[src/rtl/mic_mavg_filter.sv]
// Power-of-two boxcar moving average for signed mic samples, with valid/ready
// on both sides and full output backpressure (no skid buffer).
module mic_mavg_filter #(
  parameter int DW     = 16,
  parameter int LOG2_N = 3
) (
  input  logic          clk,
  input  logic          rst_n,
  input  logic          clr,
  input  logic [DW-1:0] din,
  input  logic          din_vld,
  output logic          din_rdy,
  output logic [DW-1:0] dout,
  output logic          dout_vld,
  input  logic          dout_rdy,
  output logic          primed
);

  localparam int N  = 1 << LOG2_N;
  localparam int SW = DW + LOG2_N;
  localparam logic [LOG2_N:0] FILL_FULL = (LOG2_N+1)'(N);

  logic [DW-1:0]        hist [N];
  logic [LOG2_N-1:0]    wptr;
  logic [LOG2_N:0]      fill;
  logic signed [SW-1:0] sum;
  logic signed [SW-1:0] sum_next;
  logic signed [SW-1:0] din_ext;
  logic signed [SW-1:0] old_ext;
  logic                 accept;

  assign din_rdy = ~clr & (~dout_vld | dout_rdy);
  assign accept  = din_vld & din_rdy;
  assign primed  = (fill == FILL_FULL);

  // The oldest sample sits at wptr, so it leaves the sum as the new one enters.
  assign din_ext  = {{LOG2_N{din[DW-1]}}, din};
  assign old_ext  = {{LOG2_N{hist[wptr][DW-1]}}, hist[wptr]};
  assign sum_next = sum + din_ext - old_ext;

  always_ff @(posedge clk or negedge rst_n) begin
    if (!rst_n) begin
      for (int i = 0; i < N; i++) hist[i] <= '0;
      wptr     <= '0;
      sum      <= '0;
      fill     <= '0;
      dout     <= '0;
      dout_vld <= 1'b0;
    end else if (clr) begin
      for (int i = 0; i < N; i++) hist[i] <= '0;
      wptr     <= '0;
      sum      <= '0;
      fill     <= '0;
      dout_vld <= 1'b0;
    end else if (accept) begin
      hist[wptr] <= din;
      wptr       <= wptr + LOG2_N'(1);
      sum        <= sum_next;
      // Taking the upper DW bits is an arithmetic shift right by LOG2_N.
      dout       <= sum_next[SW-1:LOG2_N];
      dout_vld   <= 1'b1;
      if (fill != FILL_FULL) fill <= fill + (LOG2_N+1)'(1);
    end else if (dout_rdy) begin
      dout_vld <= 1'b0;
    end
  end

endmodule

[config.mk]
export PLATFORM = sky130hd
export DESIGN_NAME = mic_mavg_filter
export DESIGN_NICKNAME = d
export VERILOG_FILES = /design/src/rtl/mic_mavg_filter.sv
export SDC_FILE = /design/constraint.sdc
export NUM_CORES = 1
export LEC_CHECK = 0
export CAP_MARGIN = 25
export CORE_ASPECT_RATIO = 0.8
export CORE_MARGIN = 3
export CORE_UTILIZATION = 52
export CTS_CLUSTER_DIAMETER = 30
export CTS_CLUSTER_SIZE = 25
export DETAILED_ROUTE_END_ITERATION = 7
export HOLD_SLACK_MARGIN = 0.05
export PLACE_DENSITY_LB_ADDON = 0.05
export SYNTH_ARGS = -nofsm -noshare
export SYNTH_HDL_FRONTEND = slang
export SYNTH_SLANG_ARGS = --single-unit
[constraint.sdc]
create_clock -name clk -period 5.8 [get_ports clk]
set_input_delay 1.16 -clock clk [delete_from_list [all_inputs] [get_ports clk]]
set_output_delay 1.16 -clock clk [all_outputs]
set_load 0.05 [all_outputs]
# Word level (Yosys, flattened, before mapping)
# Index checks and enable logic that the tools add are counted.
# W data, S select, Z words.
# classes
bitwise	6
muxes	18
n_addsub	4
reduce_logical	6
order_cmp	2
n_eq_ne	2
# ops
operator	n
$mux W128	2
$bwmux W128	1
$bmux W16 S3	1
$demux W16 S3	1
$mux W16	3
$mux W19	2
$add A19 B16 Y19	1
$sub A19 B16 Y19	1
$mux W4	3
$mux W3	2
$add A4 B1 Y4 const B	1
$eq A4 B4 Y1 const B	1
$ge A4 B4 Y1 const B	1
$lt A4 B1 Y1 const B	1
$ne A4 B4 Y1 const B	1
$not A3 Y4	1
$reduce_and A2 Y1	2
$reduce_bool A2 Y1	2
$add A3 B1 Y3 const B	1
$mux W1	3
$reduce_bool A3 Y1	1
$and A1 B1 Y1	2
$not A1 Y1	2
$logic_and A1 B1 Y1	1
$or A1 B1 Y1	1
# word_totals
register_bits	171
input_bits	21
output_inout_bits	19
wordCells	51

# Depth between registers and ports, before layout
# Gate-level depths: netlist of run 1.
# logic_depth
word_depth	8
depth_mapped	18
ltp_nobuf	16

# Worst setup path after synthesis of run 1
# No wires, ideal clock.
# synth_path
path_kind	input -> register
start	in din[15]
end	reg sum[18]
setup_time_ns	0.078
slack_ns	1.886
required_ns	5.722
path_stages	13
path_buffers	2
arrival_time_ns	3.836
cell_sequence	clkbuf_1 inv_1 fa_1 inv_1 ha_1 buf_2 a21oi_2 o21ai_1 or3_1 a311oi_2 a311oi_4 a21o_1 a21oi_1
# synth_via
elab_chain_cells	4
# synth_lines
element	line_no	rtl
start: declaration	10	input logic [DW-1:0] din,
$add A19 B16 Y19	39	assign sum_next = sum + din_ext - old_ext;
$sub A19 B16 Y19	39	
$mux W19	55	end else if (accept) begin
$mux W19	49	end else if (clr) begin
end signal: assignment	58	sum <= sum_next;
end: declaration	26	logic signed [SW-1:0] sum;
# No other way between the ends. The select of a mux whose other input is x is not followed.
# A chain may end at the register's enable or synchronous reset.

# Worst setup path after layout of run 1
# layout_path
start	reg wptr[2]
end	reg sum[18]
# layout_via
elab_chain_cells	7
# layout_lines
element	line_no	rtl
start: declaration	24	logic [LOG2_N-1:0] wptr;
start signal: assignment	57	wptr <= wptr + LOG2_N'(1);
$not A3 Y4 (not written as such)	38	assign old_ext = {{LOG2_N{hist[wptr][DW-1]}}, hist[wptr]};
$bmux W16 S3	38	
$mux W16 (not written as such) (2 in series)	38	
$sub A19 B16 Y19	39	
$mux W19	55	
$mux W19	49	
# No other way between the ends. The select of a mux whose other input is x is not followed.

==> results of run 1 <==
[per-stage QoR]
step	cells	setup slack, ns	instance area (µm²)
2_1_floorplan	1028	1.89	9160
3_3_place_gp	1227	1.30	9650
3_5_place_dp	1227	1.26	9650
4_1_cts	1259	1.41	10200
5_1_grt	1262	1.15	10300
6_report	1262	1.37	10300
[per-layer routing]
metal | global-route usage | part of all wire
met3 | 0.0625 | 0.071
met4 | 0.0950 | 0.025
met2 | 0.391 | 0.44
met1 | 0.394 | 0.47
met5 | 0 | 0
[state kept, by name, summed over array words and instances, names as in the netlist]
name      cells
hist        128
dout         16
wptr          3
fill          4
dout_vld      1
sum          19
[worst max-delay path: cells and delay by family (launching register included)]
family | cells | cell delay [ns]
simple gates | 3 | 1.53
compound gates | 7 | 1.29
fa+ha+maj | 2 | 0.74
flops | 1 | 0.59
buf+inv | 2 | 0.20
[power groups by stage]
stage	registers [mW]	logic [mW]	clock network (mW)
floorplan	1.57	1.04	0
global placement	1.40	1.62	0
detailed placement	1.40	1.63	0
CTS	1.37	1.63	1.14
global route	1.39	1.81	1.19
finish	1.37	1.64	1.13
[layout make-up]
class | count | area [µm²]
timing repair buffer | 56 | 573
fill | 1482 | 6630
sequential | 171 | 4280
clock inverter | 14 | 138
tap | 220 | 275
clock buffer | 18 | 439
inverter | 71 | 267
multi-input combinational | 712 | 4320
[synth_stat cells (3+ instances only)]
master / count
a21o_1: 10
o21ai_0: 14
ha_1: 23
fa_1: 18
nor3b_2: 3
xnor2_1: 12
clkbuf_1: 63
and3_1: 11
a31oi_1: 3
xor2_1: 6
a211oi_1: 3
o21a_1: 4
nand4_1: 17
nand3b_1: 41
o21ai_1: 48
buf_2: 9
nand3_1: 4
mux2_2: 4
a22oi_1: 62
o2111ai_1: 3
nand2_1: 236
nor2_1: 28
nor3_1: 6
inv_1: 71
dfrtp_1: 171
a21oi_1: 111
a22o_1: 5
nand2b_1: 11
[worst max-delay path by stage]
stage | depth (start not counted) | from | slack, ns | to
after CTS | 15 | wptr[2]$_DFFE_PN0P_ | 1.41 | sum[18]$_DFFE_PN0P_
after global routing | 15 | wptr[2]$_DFFE_PN0P_ | 1.15 | sum[18]$_DFFE_PN0P_
after global placement | 12 | din[15] | 1.30 | sum[18]$_DFFE_PN0P_
after floorplan | 13 | din[15] | 1.89 | sum[18]$_DFFE_PN0P_
after detailed placement | 12 | din[3] | 1.26 | dout[13]$_DFFE_PN0P_
final | 14 | wptr[2]$_DFFE_PN0P_ | 1.37 | sum[18]$_DFFE_PN0P_
[logic make-up (layout without fill, tap and decap cells)]
| family | count (synthesis) | in the layout | synth area share |
|---|---|---|---|
| AND/OR/NAND/NOR | 374 | 374 | 0.193 |
| AO/OA/AOI/OAI | 273 | 273 | 0.184 |
| flip-flops | 171 | 171 | 0.467 |
| buffers and inverters | 145 | 159 | 0.0615 |
| adder cells (fa/ha/maj) | 41 | 41 | 0.0707 |
| XOR/XNOR | 18 | 18 | 0.0172 |
| multiplexers | 6 | 6 | 0.00710 |
==> impl_results.md, run 1 <==
* R2R setup slack at 1.37 ns
* Buffer count from post-CTS setup fixing at 0
* Power Density at 403 mW/mm²
* Critical R2R Launch: wptr[2]$_DFFE_PN0P_
* Slew headroom at 0.299
* 1st-pass router iterations at 5
* Final Hold Vio Count at 0
* MaxCap Viol Count at 0
* RSZ-0062 raised after global routing: false
* Most common cell after layout, fill and taps aside: nand2_1
* Setup TNS at 0 ns
* Slew @ Worst Pin at 1.05 ns
* Cts hold-fix bufs at 0
* CP required at 6.16 ns
* Die W at 154 µm
* # setup viols final at 0
* Commonest non-fill, non-tap cells in the layout: 236 x nand2_1, 171 x dfrtp_1, 111 x a21oi_1
* CTS sink cnt at 171
* Worst path slowest cell: and3b_1
* Syn Nets at 1,090
* Synth area leaders: dfrtp_1 47%, nand2_1 9.7%, a21oi_1 6.1%
* Cell row count at 42
* Initial antenna violation count at 0
* DR vias/cell at 5.87
* Number of enable flip-flop cells after synthesis at 0
* WHS Path Cells at 2
* IO Pins at 40
* Seq/Total Area, Yosys at 0.467
* ANT cells at 0
* Ys Warns at 0
* R2R depth at 14
* Fraction of synthesized cell area taken by the top area cell type at 0.467
* Worst hold slack at 0.473 ns
* Status: finished clean
* Startpoint Class: flop
* Remaining global-route overflow at 0
* Register bit total from synthesis at 171
* Max Transition Viols Final at 0
* Hold endpoint: dout[1]$_DFFE_PN0P_
* H-tree depth at 4
* Placer congestion estimate at 0.856
* Die ar. at 0.0193 mm²
* Internal power at 2.53 mW
* Number of port buffers at 39
* Via Count at 7,403
* Max Buffers Root-to-Sink at 2
* Clock transition at the registers of the reported paths at 0.07 ns
* Comb pwr share at 0.395
* Antenna-violating nets left at 0
* Core box area at 0.0169 mm²
* Root Driver: clkbuf_16
* Hold Path Origin: dout[1]$_DFFE_PN0P_
* CP Class: reg2reg
* Number of global-route vias before repair at 7,095
* Fin crit share at 0.765
* Area leader, netlist: dfrtp_1
* Worst Hold Class: reg2reg
* Cells after synthesis at 1,028
* Initial cell density of the core at 0.541
* 1st-iter DRT viols at 668
* WP data arrival at 4.79 ns
* Drt drc at 0
* CTS tree: built
* Total Nets Final at 1,091
* Setup Skew at 0.0122 ns
* Sw Ratio at 0.390
* Synth Area per Inst at 8.91 µm²
* GRT Resource Usage Total at 0.269
* Wire per inst at 20.1 µm
* Crit path time final at 4.43 ns
* Synth Flop Type: dfrtp_1
* Crit-path cells: and3b_1 -> a22oi_1 -> and4_1 -> inv_1 -> fa_1 -> inv_1 -> ha_1 -> a21oi_2 -> o21ai_1 -> or3_1 -> a311oi_2 -> a311oi_4 -> a21o_1 -> a21oi_1
* Leak pwr at 4.50 nW
* Fmax at 226 MHz
* Reg power frac at 0.331
* Worst-path fanout max at 18
* Maximum vdd drop at 0.188 mV
* Sw Pwr at 1.62 mW
* CP endpoint kind: flop
* Mapped cell area at 0.00916 mm²
* Delay of the slowest cell on the worst path at 0.94 ns
* End of the worst register-to-register path: sum[18]$_DFFE_PN0P_
* Cell mode on critical path: inv_1
* Post-Route WL at 25,400 µm
* # resized after CTS at 0
* Layout area overhead at 12.3%
* First-pass GRT wire length at 40,200 µm
* Hpwl dp at 15,800 µm
* Share of layout cells above drive strength 1 at 0.0662
* Largest net degree at the start of global routing at 108
* Clock insertion delay at the later pin of the skew report at 0.44 ns
* CTS Buf Count at 17
* Core Util, Final at 0.608
* Asr flop ratio synth at 1.00
* Clock power frac at 0.274
* Final Power at 4.15 mW
* Synth unique cells at 52
* Vert. Die Dim at 125 µm
(Power assumes the default switching activity.)
==> inputs of run 2 (changes only) <==
==> constraint.sdc (replaced) <==
create_clock -name clk -period 3.6 [get_ports clk]
set_input_delay 0.72 -clock clk [delete_from_list [all_inputs] [get_ports clk]]
set_output_delay 0.72 -clock clk [all_outputs]
set_load 0.05 [all_outputs]
==> run 2 against run 1 <==
The flow now finishes with violations (negative setup slack). Global-route usage is 1.5 points higher. Register-to-register slack got worse by 1.4 ns. Clock skew grew 0.00080 ns. First-iteration DRC count rose by 21%. Flip-flop and latch count unchanged. Worst hold slack got worse by 0.073 ns. Utilization grew 8.5 points. Critical path depth unchanged. Final cell count is 11% higher. Total power is 87% higher. Count of clock-buffer cells in the layout is 2 higher. Combinational power up 130%. Critical path type unchanged. Critical endpoint is now dout[15]$_DFFE_PN0P_.
==> impl_results.md, run 2 (same netlist as run 1, synthesis figures left out) <==
* Status: finished, violations left
* Failing checks: negative setup slack
* Max Transition Viols Final at 0 (unchanged)
* Initial antenna violation count at 0 (unchanged)
* Worst-path fanout max at 8 (-10)
* Setup Skew at 0.0130 ns (+0.000796 ns)
* Hpwl dp at 17,600 µm (+11%)
* Largest net degree at the start of global routing at 151 (+40%)
* CTS sink cnt at 171 (unchanged)
* First-pass GRT wire length at 43,100 µm (+7.3%)
* 1st-iter DRT viols at 807 (+21%)
* Layout area overhead at 28.1%
* Top reg by flops: hist
* MaxCap Viol Count at 0 (unchanged)
* Die ar. at 0.0193 mm² (unchanged)
* Reg power frac at 0.285 (-0.046)
* RSZ-0062 raised after global routing: true
* Core box area at 0.0169 mm² (unchanged)
* CTS tree: built
* Startpoint Class: flop
* CP required at 3.91 ns (-2.25 ns)
* Most used routing layer: met2
* 1st-pass router iterations at 7 (+2)
* Vert. Die Dim at 125 µm (unchanged)
* Fmax at 276 MHz (+22%)
* Top flop regs: hist: 128 flops, sum: 19 flops, dout: 16 flops
* Wire per inst at 19.6 µm (-2.9%)
* IO Pins at 40 (unchanged)
* Final Hold Vio Count at 0 (unchanged)
* Post-Route WL at 27,300 µm (+7.4%)
* Sw Ratio at 0.375 (-0.0150)
* Fill count at 1,341 (-9.5%)
* # setup viols final at 4 (+4)
* Largest register FFs at 128 (unchanged)
* Placer congestion estimate at 0.856 (about the same)
* Antenna-violating nets left at 0 (unchanged)
* CP endpoint kind: flop
* Share of layout cells above drive strength 1 at 0.230 (+0.163)
* Drt drc at 0 (unchanged)
* Remaining global-route overflow at 0 (unchanged)
* Via Count at 8,001 (+8.1%)
* Fin crit share at 1.01 (+0.242)
* Clock insertion delay at the later pin of the skew report at 0.43 ns (about the same)
* Final cell count without fillers at 1,396 (+11%)
* Total Nets Final at 1,225 (+12%)
* Clock power frac at 0.230 (-0.044)
* Comb pwr share at 0.485 (+0.090)
* H-tree depth at 4 (unchanged)
* Sequential standard cell area at 0.00428 mm² (about the same)
* Dpl cell area at 0.0106 mm² (+10%)
* Worst hold slack at 0.399 ns (-0.0735 ns)
* Worst Slack Setup Final at -0.0246 ns (-1.39 ns)
* Number of port buffers at 39 (unchanged)
* WP data arrival at 3.94 ns (-0.85 ns)
* Leak pwr at 5.20 nW (+15%)
* Slew headroom at 0.407 (+0.108)
* Commonest non-fill, non-tap cells in the layout: 235 x nand2_1, 168 x dfrtp_1, 137 x buf_4
* Crit path time final at 3.62 ns (-0.810 ns)
* Setup TNS at -0.0855 ns (-0.0855 ns)
* Initial cell density of the core at 0.541 (unchanged)
* Area of the multi-input gates at 0.00474 mm² (+9.6%)
* Number of global-route vias before repair at 7,990 (+13%)
* Cell row count at 42 (unchanged)
* M3 GR Usage at 0.0573 (-0.00521)
* Maximum vdd drop at 0.372 mV (+97%)
* Die W at 154 µm (unchanged)
* CP Class: reg2reg
* ANT cells at 0 (unchanged)
* DR vias/cell at 5.73 (-2.3%)
* Most common cell after layout, fill and taps aside: nand2_1
* Fin area at 0.0117 mm² (+14%)
* GRT Resource Usage Total at 0.284 (+0.0154)
* Max Buffers Root-to-Sink at 2 (unchanged)
* R2R depth at 14 (unchanged)
* Global routing usage on met1 at 0.399 (+0.00478)
* Internal power at 4.85 mW (+92%)
* # placed instances at 1,349 (+9.9%)
* Clock transition at the registers of the reported paths at 0.06 ns (about the same)
* Root Driver: clkbuf_16
* Power Density at 661 mW/mm² (+64%)
* Worst Hold Class: in2async
* Met2 usage at 0.439 (+0.0477)
* Sw Pwr at 2.91 mW (+80%)
* CTS Buf Count at 17 (unchanged)
* Slew @ Worst Pin at 0.890 ns (-0.162 ns)
==> run 2: changes by cell type in the layout (fill, tap and decap cells not counted), moves of 11 or more <==
cell / before / now
ha_4: 0 / 13
buf_6: 2 / 13
ha_1: 23 / 7
a22oi_1: 62 / 46
a22oi_2: 0 / 16
buf_4: 14 / 137
==> run 2: worst max-delay path, cell delays in order, from the launching register on <==
cell and delay (ns):
dfrtp_2 0.46, and3b_2 0.25, buf_6 0.14, buf_12 0.14
a22oi_2 0.13, nand4_1 0.22, fa_1 0.58, inv_2 0.05
ha_4 0.20, a21o_1 0.16, o311a_4 0.42, a31o_4 0.26
a311oi_4 0.25, xnor2_1 0.15, o21ai_1 0.08
==> run 2: power groups by stage <==
stage	Combinational [mW]	Sequential [mW]	Clock (mW)
after global routing	4.09	2.24	1.87
after floorplan	1.70	2.53	0
after detailed placement	3.24	2.25	0
final	3.76	2.21	1.78
after CTS	3.47	2.21	1.80
after global placement	3.22	2.24	0
==> run 2: through the flow <==
stage	power, mW	worst slack, ns	utilization
6_report	7.76	-0.0246	0.694
2_1_floorplan	4.23	0.00461	-
3_3_place_gp	5.46	-0.212	0.629
3_5_place_dp	5.50	-0.213	0.629
5_1_grt	8.20	-0.167	0.694
4_1_cts	7.48	-0.0550	0.681
==> run 2: final cells by class <==
cell class | count | share of cell area
inverters | 71 | 0.0227
multi-input cells | 712 | 0.404
clock buffers | 20 | 0.0381
well taps | 220 | 0.0235
flip-flops and latches | 171 | 0.365
clock inverters | 12 | 0.00959
repair buffers | 190 | 0.138
==> run 2: routing by layer <==
| layer | part of all wire | up-vias |
|---|---|---|
| met1 | 0.44 | 3870 |
| met5 | 0 | - |
| met2 | 0.46 | 306 |
| met4 | 0.029 | 0 |
| met3 | 0.075 | 55 |
| li1 | - | 3770 |
==> run 2: worst paths after layout <==
kind / from / to / slack [ns]
setup / recovery: wptr[1]$_DFFE_PN0P_ / dout[15]$_DFFE_PN0P_ / -0.02
hold / removal: rst_n / hist[60]$_DFFE_PN0P_ / 0.40
setup reg to reg: wptr[1]$_DFFE_PN0P_ / dout[15]$_DFFE_PN0P_ / -0.02
hold reg to reg: dout[2]$_DFFE_PN0P_ / dout[2]$_DFFE_PN0P_ / 0.47
max in group asynchronous: rst_n / hist[72]$_DFFE_PN0P_ / 2.33
min in group clk: dout[2]$_DFFE_PN0P_ / dout[2]$_DFFE_PN0P_ / 0.47
==> run 2: timing repair <==
| item | in CTS | in global routing |
|---|---|---|
| gates resized for setup | 47 | 43 |
| pin swaps | 37 | 40 |
| endpoints found under the hold margin | 0 | 0 |
| buffers inserted | 13 | 3 |
| hold buffers | 0 | 0 |
| endpoints found under the setup margin | 14 | 20 |
==> inputs of run 3 (changes only) <==
--- a/config.mk
+++ b/config.mk
@@ -12,8 +12,8 @@
 export CTS_CLUSTER_DIAMETER = 30
 export CTS_CLUSTER_SIZE = 25
 export DETAILED_ROUTE_END_ITERATION = 7
-export HOLD_SLACK_MARGIN = 0.05
 export PLACE_DENSITY_LB_ADDON = 0.05
+export SLEW_MARGIN = 10
 export SYNTH_ARGS = -nofsm -noshare
 export SYNTH_HDL_FRONTEND = slang
 export SYNTH_SLANG_ARGS = --single-unit
==> results of run 3 <==
Final layout, timing and power as in run 2 (identical DEF).
==> variant 1: new RTL, config.mk and constraints of run 2 <==
Change the parameter `DW` from 16 to 14.
--- a/src/rtl/mic_mavg_filter.sv
+++ b/src/rtl/mic_mavg_filter.sv
@@ -1,7 +1,7 @@
 // Power-of-two boxcar moving average for signed mic samples, with valid/ready
 // on both sides and full output backpressure (no skid buffer).
 module mic_mavg_filter #(
-  parameter int DW     = 16,
+  parameter int DW     = 14,
   parameter int LOG2_N = 3
 ) (
   input  logic          clk,
Ports: changed (resized din and dout); port bits go from 40 to 36. No check against the original RTL was run, so the function may have changed too.
==> variant 1 against run 2 <==
- the run still ends with setup timing left
- final area is 9.2% lower
- total power is 10% lower
- routed wire length is 11% lower
- sequential power is 12% lower
- sequential cell count is 20 lower
- synthesized area is 8.6% lower
- non-clock buffer count is 46 lower
- worst setup slack better by 9.9 ps
- die area is 8.3% lower
- hold slack worse by 150 ps
- critical path type unchanged
==> variant 1: results (changes against run 2) <==
* Share of layout cells above drive strength 1 at 23.90% (+0.94 points)
* Maximum VDD drop at 0.3761 mV (+1.1%)
* Top Registers: hist (112), sum (17), dout (14)
* Status: complete, but fails checks
* CP Data Arrival Time at 3980 ps (+40 ps)
* Dpl hpwl at 16540 µm (-5.9%)
* Synthesized Nets at 966 (-11%)
* GRT Total Usage at 28.49% (+0.088 points)
* Failing checks: setup timing
* Port bufs at 35 (-10%)
* Slew HR at 35.75% (-4.9 points)
* Vias in the first global route at 7097 (-11%)
* Initial drt markers at 685 (-15%)
* Max incr delay on CP at 450 ps (-130 ps)
* Seq area share at 35.49% (-1.0 points)
* Clk_skew at 11.10 ps (-1.870 ps)
* 1st-pass router iterations at 6 (-1)
* NonClk Buf Share at 11.87% (-1.9 points)
* Layout filler cell count at 1203 (-10%)
* Yosys cell types at 59 (+13%)
* Placed Cells at 1183 (-12%)
* Routed Wire Length at 24180 µm (-11%)
* Vias per inst at 5.705 (-0.46%)
* Footprint of the multi-input gates at 0.004436 mm² (-6.4%)
* Wire length on met2 at 10930 µm (-13%)
* Nets at 1064 (-13%)
* GPL Wtd Cong at 0.9116 (+6.5%)
* WL met1 at 10930 µm (-8.3%)
* Multi-input gates at 623 (-13%)
* Fraction of area in multi-input gates at 41.63% (+1.3 points)
* Largest net degree at the start of global routing at 82 (-46%)
* Setup TNS at -27.61 ps (+57.85 ps)
* Leak Pwr at 4.741 nW (-8.8%)
* Final setup vio count at 2 (-2)
* Dpl ws at -170.5 ps (+42.42 ps)
* Final worst slack at -14.73 ps (+9.881 ps)
* Compound-Gate Fraction of Synth Area at 13.88% (-4.5 points)
* Number of sequential cells at 151 (-12%)
## variant 1: changes by cell type after synthesis, moves of 15 or more
cell	run 2	this run
dfrtp_1	171	151
a22oi_1	62	4
nand3b_1	41	1
o21ai_1	48	3
mux2i_1	2	39
nor2_1	28	56
buf_2	9	24
nand3_1	4	40
clkbuf_1	63	35
nand2_1	236	189
a21oi_1	111	75
o21ai_0	14	45
## variant 1: worst paths after layout
path	from	to	slack (ps)	depth (start not counted)
min in group clk	sum[4]$_DFFE_PN0P_	sum[4]$_DFFE_PN0P_	480	2
min reg2reg	sum[4]$_DFFE_PN0P_	sum[4]$_DFFE_PN0P_	480	2
min	rst_n	hist[66]$_DFFE_PN0P_	250	1
max	wptr[0]$_DFFE_PN0P_	sum[16]$_DFFE_PN0P_	-10	15
max in group asynchronous	rst_n	hist[30]$_DFFE_PN0P_	2360	2
max reg2reg	wptr[0]$_DFFE_PN0P_	sum[16]$_DFFE_PN0P_	-10	15
## variant 1: logic make-up after synthesis
family,count (synthesis)
and+or+nand+nor,318
AOI/OAI and AO/OA,187
DFF,151
buffers and inverters,136
muxes,65
adders and majority gates,37
xor gates and xnor gates,16
## variant 1: power breakdown
| group | switching (mW) | internal, mW |
|---|---|---|
| clock | 0.753 | 1.21 |
| combinational | 1.68 | 1.37 |
| sequential | 0.0921 | 1.86 |
| total | 2.53 | 4.44 |
## variant 1: per-layer routing
layer	GRT usage, %	vias to the layer above
met5	0	-
met4	6.809	0
met3	6.040	32
met2	43.45	281
met1	42.19	3446
li1	-	3264
## variant 1: timing repair
| action | CTS | global route |
|---|---|---|
| gates resized for setup | 32 | 61 |
| pin swaps | 8 | 12 |
| gates cloned | 0 | 0 |
| buffers inserted | 0 | 16 |
| endpoints found under the setup margin | 19 | 20 |
==> variant 2: new RTL, config.mk and constraints of run 2 <==
Made on the original files. Make the reset (`rst_n`) synchronous in one clocked block.
--- a/src/rtl/mic_mavg_filter.sv
+++ b/src/rtl/mic_mavg_filter.sv
@@ -38,7 +38,7 @@
   assign old_ext  = {{LOG2_N{hist[wptr][DW-1]}}, hist[wptr]};
   assign sum_next = sum + din_ext - old_ext;
 
-  always_ff @(posedge clk or negedge rst_n) begin
+  always_ff @(posedge clk) begin
     if (!rst_n) begin
       for (int i = 0; i < N; i++) hist[i] <= '0;
       wptr     <= '0;
Behaviour: differs if rst_n is asserted again (counterexample within 4 cycles, from zero or initial values and one cycle with rst_n low); with rst_n held inactive, the same outputs for 4 cycles.
==> variant 2 against run 2 <==
- via count shrank 19%
- final area down 5.2%
- utilization decreased by 3.2 points
- routed wire length shrank 13%
- worst setup slack better by 44 ps
- first-iteration DRC count fell by 25%
- synthesized area decreased by 0.87%
- sequential cell count rose by 3
- critical path depth shrank 1
Power is not compared: it rests on default switching activity, and its combinational part moved more than twofold at a synthesized area within 25%.
==> variant 2: results (changes against run 2) <==
* Status: completed
* Fin util at 66.17% (-3.2 points)
* Share of layout cells above drive strength 1 at 27.49% (+4.5 points)
* Routed len/inst at 21.97 µm (+12%)
* Largest net degree at the start of global routing at 54 (-64%)
* Clock-cell share of area at 4.700% (-0.065 points)
* Dpl ws at -71.61 ps (+141.4 ps)
* GRT Total Usage at 25.19% (-3.2 points)
* Async SR Flop Fraction at 0% (-100 points)
* Worst-margin pin slew at 781.1 ps (-108.8 ps)
* Nonclk buf count at 125 (-34%)
* Layout filler cell count at 1280 (-4.5%)
* GPL Wtd Cong at 0.8837 (+3.2%)
* Post-cts resize count at 18 (-62%)
* Placed Cells at 1036 (-23%)
* Tmin final at 3581 ps (-43.95 ps)
* Synthesized Nets at 821 (-25%)
* Yosys cell types at 64 (+23%)
* Top delay family on crit path: multiplexers
* Compound-Gate Fraction of Synth Area at 6.020% (-12 points)
* XOR/XNOR share of the synthesized area at 1.254% (-0.47 points)
* FF-to-FF setup slack at 20 ps (+40 ps)
* Hold_ws at 453.9 ps (+54.86 ps)
* Hold/Removal Path Class: reg -> reg
* Top-area cell type share of the netlist area at 42.32% (-4.4 points)
* Max incr delay on CP at 500 ps (-80 ps)
* FF+latch count, synth at 174 (+1.8%)
[variant 2: cell count changes in the layout (fill, tap and decap cells not counted), moves of 16 or more]
cell      change
edfxtp_1    +128
a21oi_1      -83
nand3b_1     -39
dfxtp_1      +45
buf_4        -63
and2_1       +42
nand2_1     -194
a22oi_2      -16
dfrtp_1     -168
o21ai_1      -44
nor4_1       +56
a22oi_1      -46
mux4_2       +32
nor3_1       +36
[variant 2: power breakdown]
| part | total (mW) | internal [mW] | switching (mW) |
|---|---|---|---|
| combinational | 1.55 | 0.691 | 0.864 |
| clock | 1.68 | 0.881 | 0.803 |
| sequential | 2.30 | 2.26 | 0.0413 |
[variant 2: worst reg2reg max path: stages, from the launching register on]
cell and delay (ps):
dfxtp_4 450, buf_12 180, buf_12 120, mux4_2 490, mux2_4 300, fa_1 500, inv_1 70, ha_4 270
buf_6 120, nand4_1 160, nor2b_2 220, a211oi_2 250, mux2_4 340, nand2_1 70
